$ cat src/rtl/rvx_bus_pkg.sv
// Shared types for the two-master RVX bus arbiter: arbiter states,
// master index constants and the layout of one buffered request.
package rvx_bus_pkg;

   typedef enum logic [1:0] {
      IDLE    = 2'd0,
      BUSY_M0 = 2'd1,
      BUSY_M1 = 2'd2
   } bus_state_t;

   localparam int M_DATA  = 0;
   localparam int M_INSTR = 1;

   typedef struct packed {
      logic        valid;
      logic        write;
      logic [31:0] address;
      logic [31:0] wdata;
      logic [3:0]  wstrobe;
   } pend_req_t;

endpackage

$ cat src/rtl/rvx_bus_request_buffer.sv
// One-entry holding register for a request pulse that could not be
// forwarded to the slave in the cycle it arrived.
module rvx_bus_request_buffer
   import rvx_bus_pkg::*;
(
   input  logic        clock,
   input  logic        reset_n,
   input  logic        capture,
   input  logic        clear,
   input  logic        req_write,
   input  logic [31:0] req_address,
   input  logic [31:0] req_wdata,
   input  logic [3:0]  req_wstrobe,
   output logic        valid,
   output logic        write,
   output logic [31:0] address,
   output logic [31:0] wdata,
   output logic [3:0]  wstrobe
);

   pend_req_t entry;

   // A capture never coincides with a clear for the same master, but capture wins if it did.
   always_ff @(posedge clock) begin
      if (!reset_n) begin
         entry <= '0;
      end else if (capture) begin
         entry <= '{valid: 1'b1, write: req_write, address: req_address,
                    wdata: req_wdata, wstrobe: req_wstrobe};
      end else if (clear) begin
         entry.valid <= 1'b0;
      end
   end

   assign valid   = entry.valid;
   assign write   = entry.write;
   assign address = entry.address;
   assign wdata   = entry.wdata;
   assign wstrobe = entry.wstrobe;

endmodule

$ cat src/rtl/rvx_bus_arbiter.sv
// Shares one single-port slave bus between the RVX data bus (master 0)
// and instruction bus (master 1), one outstanding transaction at a time.
module rvx_bus_arbiter
   import rvx_bus_pkg::*;
#(
   parameter bit FAIR = 1'b1
)(
   input  logic        clock,
   input  logic        reset_n,
   input  logic [31:0] m0_address,
   input  logic [31:0] m0_wdata,
   input  logic [3:0]  m0_wstrobe,
   input  logic        m0_rrequest,
   input  logic        m0_wrequest,
   output logic [31:0] m0_rdata,
   output logic        m0_rresponse,
   output logic        m0_wresponse,
   input  logic [31:0] m1_address,
   input  logic        m1_rrequest,
   output logic [31:0] m1_rdata,
   output logic        m1_rresponse,
   output logic [31:0] s_address,
   output logic [31:0] s_wdata,
   output logic [3:0]  s_wstrobe,
   output logic        s_rrequest,
   output logic        s_wrequest,
   input  logic [31:0] s_rdata,
   input  logic        s_rresponse,
   input  logic        s_wresponse,
   output logic        protocol_error
);

   bus_state_t  state, state_next;
   logic        last_grant, last_grant_next;
   logic        error_set;

   logic        pend0_valid, pend0_write;
   logic [31:0] pend0_address, pend0_wdata;
   logic [3:0]  pend0_wstrobe;
   logic        pend1_valid, pend1_write;
   logic [31:0] pend1_address, pend1_wdata;
   logic [3:0]  pend1_wstrobe;
   logic        unused_pend1_fields;

   logic        m0_live, m1_live, own0, own1, acc0, acc1;
   logic        cand0, cand1, tie, grant0, grant1;
   logic        capture0, capture1, clear0, clear1, resp_any;
   logic        src0_write;
   logic [31:0] src0_address, src0_wdata, src1_address;
   logic [3:0]  src0_wstrobe;

   // A live request is dropped when its master already has one in flight.
   assign m0_live  = m0_rrequest | m0_wrequest;
   assign m1_live  = m1_rrequest;
   assign own0     = (state == BUSY_M0);
   assign own1     = (state == BUSY_M1);
   assign acc0     = m0_live & ~pend0_valid & ~own0;
   assign acc1     = m1_live & ~pend1_valid & ~own1;
   assign resp_any = s_rresponse | s_wresponse;

   assign cand0  = (state == IDLE) & (pend0_valid | acc0);
   assign cand1  = (state == IDLE) & (pend1_valid | acc1);
   assign tie    = cand0 & cand1;
   assign grant0 = cand0 & (~cand1 | ~FAIR | last_grant);
   assign grant1 = cand1 & ~grant0;

   assign src0_write   = pend0_valid ? pend0_write   : m0_wrequest;
   assign src0_address = pend0_valid ? pend0_address : m0_address;
   assign src0_wdata   = pend0_valid ? pend0_wdata   : m0_wdata;
   assign src0_wstrobe = pend0_valid ? pend0_wstrobe : m0_wstrobe;
   assign src1_address = pend1_valid ? pend1_address : m1_address;

   assign capture0 = acc0 & ~(grant0 & ~pend0_valid);
   assign capture1 = acc1 & ~(grant1 & ~pend1_valid);
   assign clear0   = own0 & resp_any;
   assign clear1   = own1 & resp_any;

   assign error_set = (m0_rrequest & m0_wrequest)
                    | (m0_live & ~acc0)
                    | (m1_live & ~acc1)
                    | ((state == IDLE) & resp_any)
                    | (own1 & s_wresponse);

   assign m0_rdata = s_rdata;
   assign m1_rdata = s_rdata;

   assign unused_pend1_fields = ^{pend1_write, pend1_wdata, pend1_wstrobe};

   rvx_bus_request_buffer u_pend0 (
      .clock       (clock),
      .reset_n     (reset_n),
      .capture     (capture0),
      .clear       (clear0),
      .req_write   (m0_wrequest),
      .req_address (m0_address),
      .req_wdata   (m0_wdata),
      .req_wstrobe (m0_wstrobe),
      .valid       (pend0_valid),
      .write       (pend0_write),
      .address     (pend0_address),
      .wdata       (pend0_wdata),
      .wstrobe     (pend0_wstrobe)
   );

   rvx_bus_request_buffer u_pend1 (
      .clock       (clock),
      .reset_n     (reset_n),
      .capture     (capture1),
      .clear       (clear1),
      .req_write   (1'b0),
      .req_address (m1_address),
      .req_wdata   (32'd0),
      .req_wstrobe (4'd0),
      .valid       (pend1_valid),
      .write       (pend1_write),
      .address     (pend1_address),
      .wdata       (pend1_wdata),
      .wstrobe     (pend1_wstrobe)
   );

   // last_grant starts at 1 so master 0 wins the first tie after reset.
   always_ff @(posedge clock) begin
      if (!reset_n) begin
         state          <= IDLE;
         last_grant     <= 1'b1;
         protocol_error <= 1'b0;
      end else begin
         state      <= state_next;
         last_grant <= last_grant_next;
         if (error_set) begin
            protocol_error <= 1'b1;
         end
      end
   end

   always_comb begin
      state_next      = state;
      last_grant_next = last_grant;
      s_address       = '0;
      s_wdata         = '0;
      s_wstrobe       = '0;
      s_rrequest      = 1'b0;
      s_wrequest      = 1'b0;
      m0_rresponse    = 1'b0;
      m0_wresponse    = 1'b0;
      m1_rresponse    = 1'b0;

      case (state)
         IDLE: begin
            if (grant0) begin
               s_address  = src0_address;
               s_wdata    = src0_wdata;
               s_wstrobe  = src0_wstrobe;
               s_wrequest = src0_write;
               s_rrequest = ~src0_write;
               state_next = BUSY_M0;
            end else if (grant1) begin
               s_address  = src1_address;
               s_rrequest = 1'b1;
               state_next = BUSY_M1;
            end
            if (tie) begin
               last_grant_next = grant1;
            end
         end
         BUSY_M0: begin
            m0_rresponse = s_rresponse;
            m0_wresponse = s_wresponse;
            if (resp_any) begin
               state_next = IDLE;
            end
         end
         BUSY_M1: begin
            m1_rresponse = s_rresponse;
            if (resp_any) begin
               state_next = IDLE;
            end
         end
         default: state_next = IDLE;
      endcase

      // The register stage resets on this edge; keep the bus quiet meanwhile.
      if (!reset_n) begin
         s_address    = '0;
         s_wdata      = '0;
         s_wstrobe    = '0;
         s_rrequest   = 1'b0;
         s_wrequest   = 1'b0;
         m0_rresponse = 1'b0;
         m0_wresponse = 1'b0;
         m1_rresponse = 1'b0;
      end
   end

endmodule

$ cat config.mk
export PLATFORM = sky130hd
export DESIGN_NAME = rvx_bus_arbiter
export DESIGN_NICKNAME = d
export VERILOG_FILES = /design/src/rtl/rvx_bus_pkg.sv /design/src/rtl/rvx_bus_request_buffer.sv /design/src/rtl/rvx_bus_arbiter.sv
export SDC_FILE = /design/constraint.sdc
export NUM_CORES = 1
export LEC_CHECK = 0
export ABC_AREA = 1
export BUFFER_PORTS_ARGS = -buffer_cell sky130_fd_sc_hd__buf_2
export CORE_ASPECT_RATIO = 0.9
export CORE_MARGIN = 1
export CORE_UTILIZATION = 45
export CTS_CLUSTER_DIAMETER = 100
export DETAILED_ROUTE_END_ITERATION = 10
export GPL_TIMING_DRIVEN = 0
export PLACE_DENSITY = 0.77
export SLEW_MARGIN = 10
export SYNTH_ARGS = -nofsm -noshare
export SYNTH_HDL_FRONTEND = slang
export SYNTH_SLANG_ARGS = --single-unit
$ cat constraint.sdc
create_clock -name clock -period 2.5 [get_ports clock]
set_clock_uncertainty 0.15 [all_clocks]
set_input_delay 0.125 -clock clock [delete_from_list [all_inputs] [get_ports clock]]
set_output_delay 0.125 -clock clock [all_outputs]
set_load 0.01 [all_outputs]
==> flow_summary.json <==
{
  "status": "finished, violations left",
  "violations": "design-rule violations",
  "diodes": 0,
  "start_util_pct": 46.1,
  "ff2ff_path_depth": 12,
  "grt_max_degree": 17,
  "hold_end": "u_pend0.valid",
  "finalCritPeriodShare_pct": 96.8,
  "netlist_instances": 939,
  "numCtsBuffers": 9,
  "vias": 7411,
  "cts_buffer_depth": 2,
  "cts.clk_slew.worst_paths_ns": 0.07,
  "yosys.area.top_type": "dfxtp_1",
  "die_y_um": 113,
  "synth_edf_count": 0,
  "fmax_mhz": 413,
  "portBuffers": 244,
  "whs_ns": 0.00106,
  "cp.required_ns": 2.23,
  "grt_overflow": 0,
  "worst_slew_pin_slew_ns": 0.756,
  "hold_violations": 0,
  "yosysTopAreaCellShare_pct": 34.8,
  "tritoncts": "built",
  "routed_wl_um": 20600,
  "hpwlAfterDp_um": 13900,
  "routed_via_density": 5.03,
  "rr_startpoint": "state[0]",
  "wl_per_cell_um": 14.0,
  "min_from": "s_wresponse",
  "synthTopCellsByCount": "213 x nand2_1, 137 x o21ai_0, 108 x a21oi_1, 108 x nor2_1, 107 x dfxtp_1",
  "yosys_warnings": 0,
  "powerDensity_nw_per_um2": 1080,
  "worstSkewPairLatency_ns": 0.35,
  "syn_avg_cell_area_sq_um": 6.56,
  "switching_share_pct": 44.2,
  "drive_gt1_share_pct": 31.4,
  "drc": 18,
  "pre_cts_ws_ns": 0.221,
  "syn-num-nets": 1081,
  "crit_path_start_kind": "register",
  "clkSinkCount": 107,
  "synthArstFlopShare_pct": 0,
  "ant_nets": 0,
  "cellInternalPower_uw": 5540,
  "worstSetupEndpointType": "output port",
  "hold_path_depth": 4,
  "yosysSeqAreaShare_pct": 34.8,
  "num_rows": 40,
  "nets": 1443,
  "worstPathArrival_ns": 2.14,
  "grt_util_all_layers_pct": 27.5,
  "p_switching_uw": 4390,
  "die_w_um": 125,
  "grt_pass1_vias": 6541,
  "p_comb_share_pct": 54.6,
  "core_sq_um": 13400,
  "place_congestion": 0.867,
  "leakagePower_uw": 0.00439,
  "drv_cap": 0,
  "htree_num_levels": 3,
  "synth.distinct_cells": 24,
  "drt_pass1_iterations": 8,
  "finalSetupViolations": 0,
  "min_path_type": "in2reg",
  "worst-path-max-fanout": 10,
  "setup_ws_ns": 0.0809,
  "vdd_drop_max_mv": 0.558,
  "slew_viol_final": 0,
  "r2r_end": "u_pend1.address[6]",
  "area_delta_synth_final_pct": 49.3,
  "synth_area_sq_um": 6160,
  "p_clk_share_pct": 16.7,
  "synth.most_common_cell": "nand2_1",
  "io_pins": 277,
  "p_seq_share_pct": 28.7,
  "rsz0062_at_grt": "yes",
  "maxSlewHeadroom_pct": 49.6,
  "ys.flop_type": "dfxtp_1",
  "worstSetupPathType": "reg2out",
  "die_area_sq_um": 14200,
  "synth_area_leaders": "dfxtp_1 35%, nand2_1 13%, o21ai_0 11%, buf_4 9.0%, a21oi_1 8.8%",
  "reg2reg_slack_ns": 0.49,
  "drt_iter0_drc": 619,
  "grt_antenna_before_repair": 0,
  "period_needed_ns": 2.42,
  "cts-root-buf": "clkbuf_16",
  "synth-seq-cells": 107,
  "grt_pass1_wl_um": 31600
}
## worst max path at each step
stage,endpoint,slack (ns),depth (start not counted),start
floorplan,s_wdata[12],0.59,10,state[1]
global placement,s_wdata[24],0.29,11,state[1]
detailed placement,s_wdata[6],0.22,11,state[1]
CTS,s_wdata[25],0.01,11,state[1]
global route,s_wdata[22],-0.02,11,state[1]
finish,s_wdata[27],0.08,12,state[0]
## stage by stage
step	TNS, ns	std cells	total power, uW	area (sq um)	util [%]
6_report	0	1474	9930	9200	68.8
5_1_grt	-0.0842	1474	10700	9200	68.8
4_1_cts	0	1473	9600	9040	67.6
3_5_place_dp	0	1351	7690	7590	56.8
3_3_place_gp	0	1351	7580	7590	56.8
2_1_floorplan	0	939	6200	6160	-
## final cells by class
| type | instances | area (sq um) |
|---|---|---|
| Fill cell | 1128 | 4160 |
| Multi-Input combinational cell | 616 | 3030 |
| Timing Repair Buffer | 351 | 2290 |
| Sequential cell | 107 | 2140 |
| Buffer | 131 | 851 |
| Inverter | 85 | 332 |
| Clock buffer | 12 | 246 |
| Tap cell | 168 | 210 |
| Clock inverter | 4 | 97.6 |
## power groups by stage
stage	sequential [uW]	clock, uW	combinational (uW)
final	2850	1660	5430
after global routing	2930	1750	5980
after CTS	2830	1690	5080
after detailed placement	2870	0	4820
after global placement	2830	0	4750
after floorplan	2800	0	3400
## routing by layer
metal  global-route usage, %  vias to the layer above  part of all wire (%)
li1                        -                     3677                     -
met3                    5.91                       33                   6.8
met4                    6.83                        0                   1.8
met5                       0                        -                     0
met1                    35.5                     3396                    43
met2                    46.9                      305                    48
## sequential cells by signal (all words and copies together), names as in the netlist
register	flops
u_pend0.address	32
u_pend0.wdata	32
u_pend1.address	32
u_pend0.wstrobe	4
state	2
last_grant	1
protocol_error	1
u_pend0.valid	1
u_pend0.write	1
u_pend1.valid	1
## worst max-delay path, stage by stage (launching register included)
cell	delay, ns
dfxtp_2	0.34
inv_1	0.08
ha_2	0.20
inv_1	0.05
nand2_1	0.08
nand2_2	0.08
nand2_2	0.09
nand3_4	0.13
inv_8	0.12
nand2_8	0.09
buf_6	0.17
a211oi_1	0.18
buf_2	0.18
## logic make-up after synthesis
group	Yosys count	synth area share, %
simple gates	331	21.0
compound gates	282	25.3
buf+inv	216	18.3
flops	107	34.8
fa+ha+maj	3	0.609
## what timing repair did
action,4_1_cts,5_1_grt
setup buffers,1,1
pin swaps,0,3
hold endpoints to repair,103,0
gates resized for setup,12,45
hold buffers,105,0
gates cloned,0,0
endpoints found under the setup margin,60,62
## cell usage in the layout, fill, tap and decap left out, types with 4 or more instances in the layout
cell type      synthesis  layout
a211oi_1              26      12
a211oi_2              11      24
a21oi_1              108     102
a21oi_2                0       6
buf_2                 18     256
buf_4                 74      77
buf_6                  2       4
clkbuf_1              32      31
clkbuf_16              0       9
clkbuf_2               2       5
dfxtp_1              107     105
dlygate4sd3_1          0     105
inv_1                 80      80
nand2_1              213     210
nand2_2                1       4
nor2_1               108     108
o21ai_0              137     136
(Power assumes the default switching activity.)
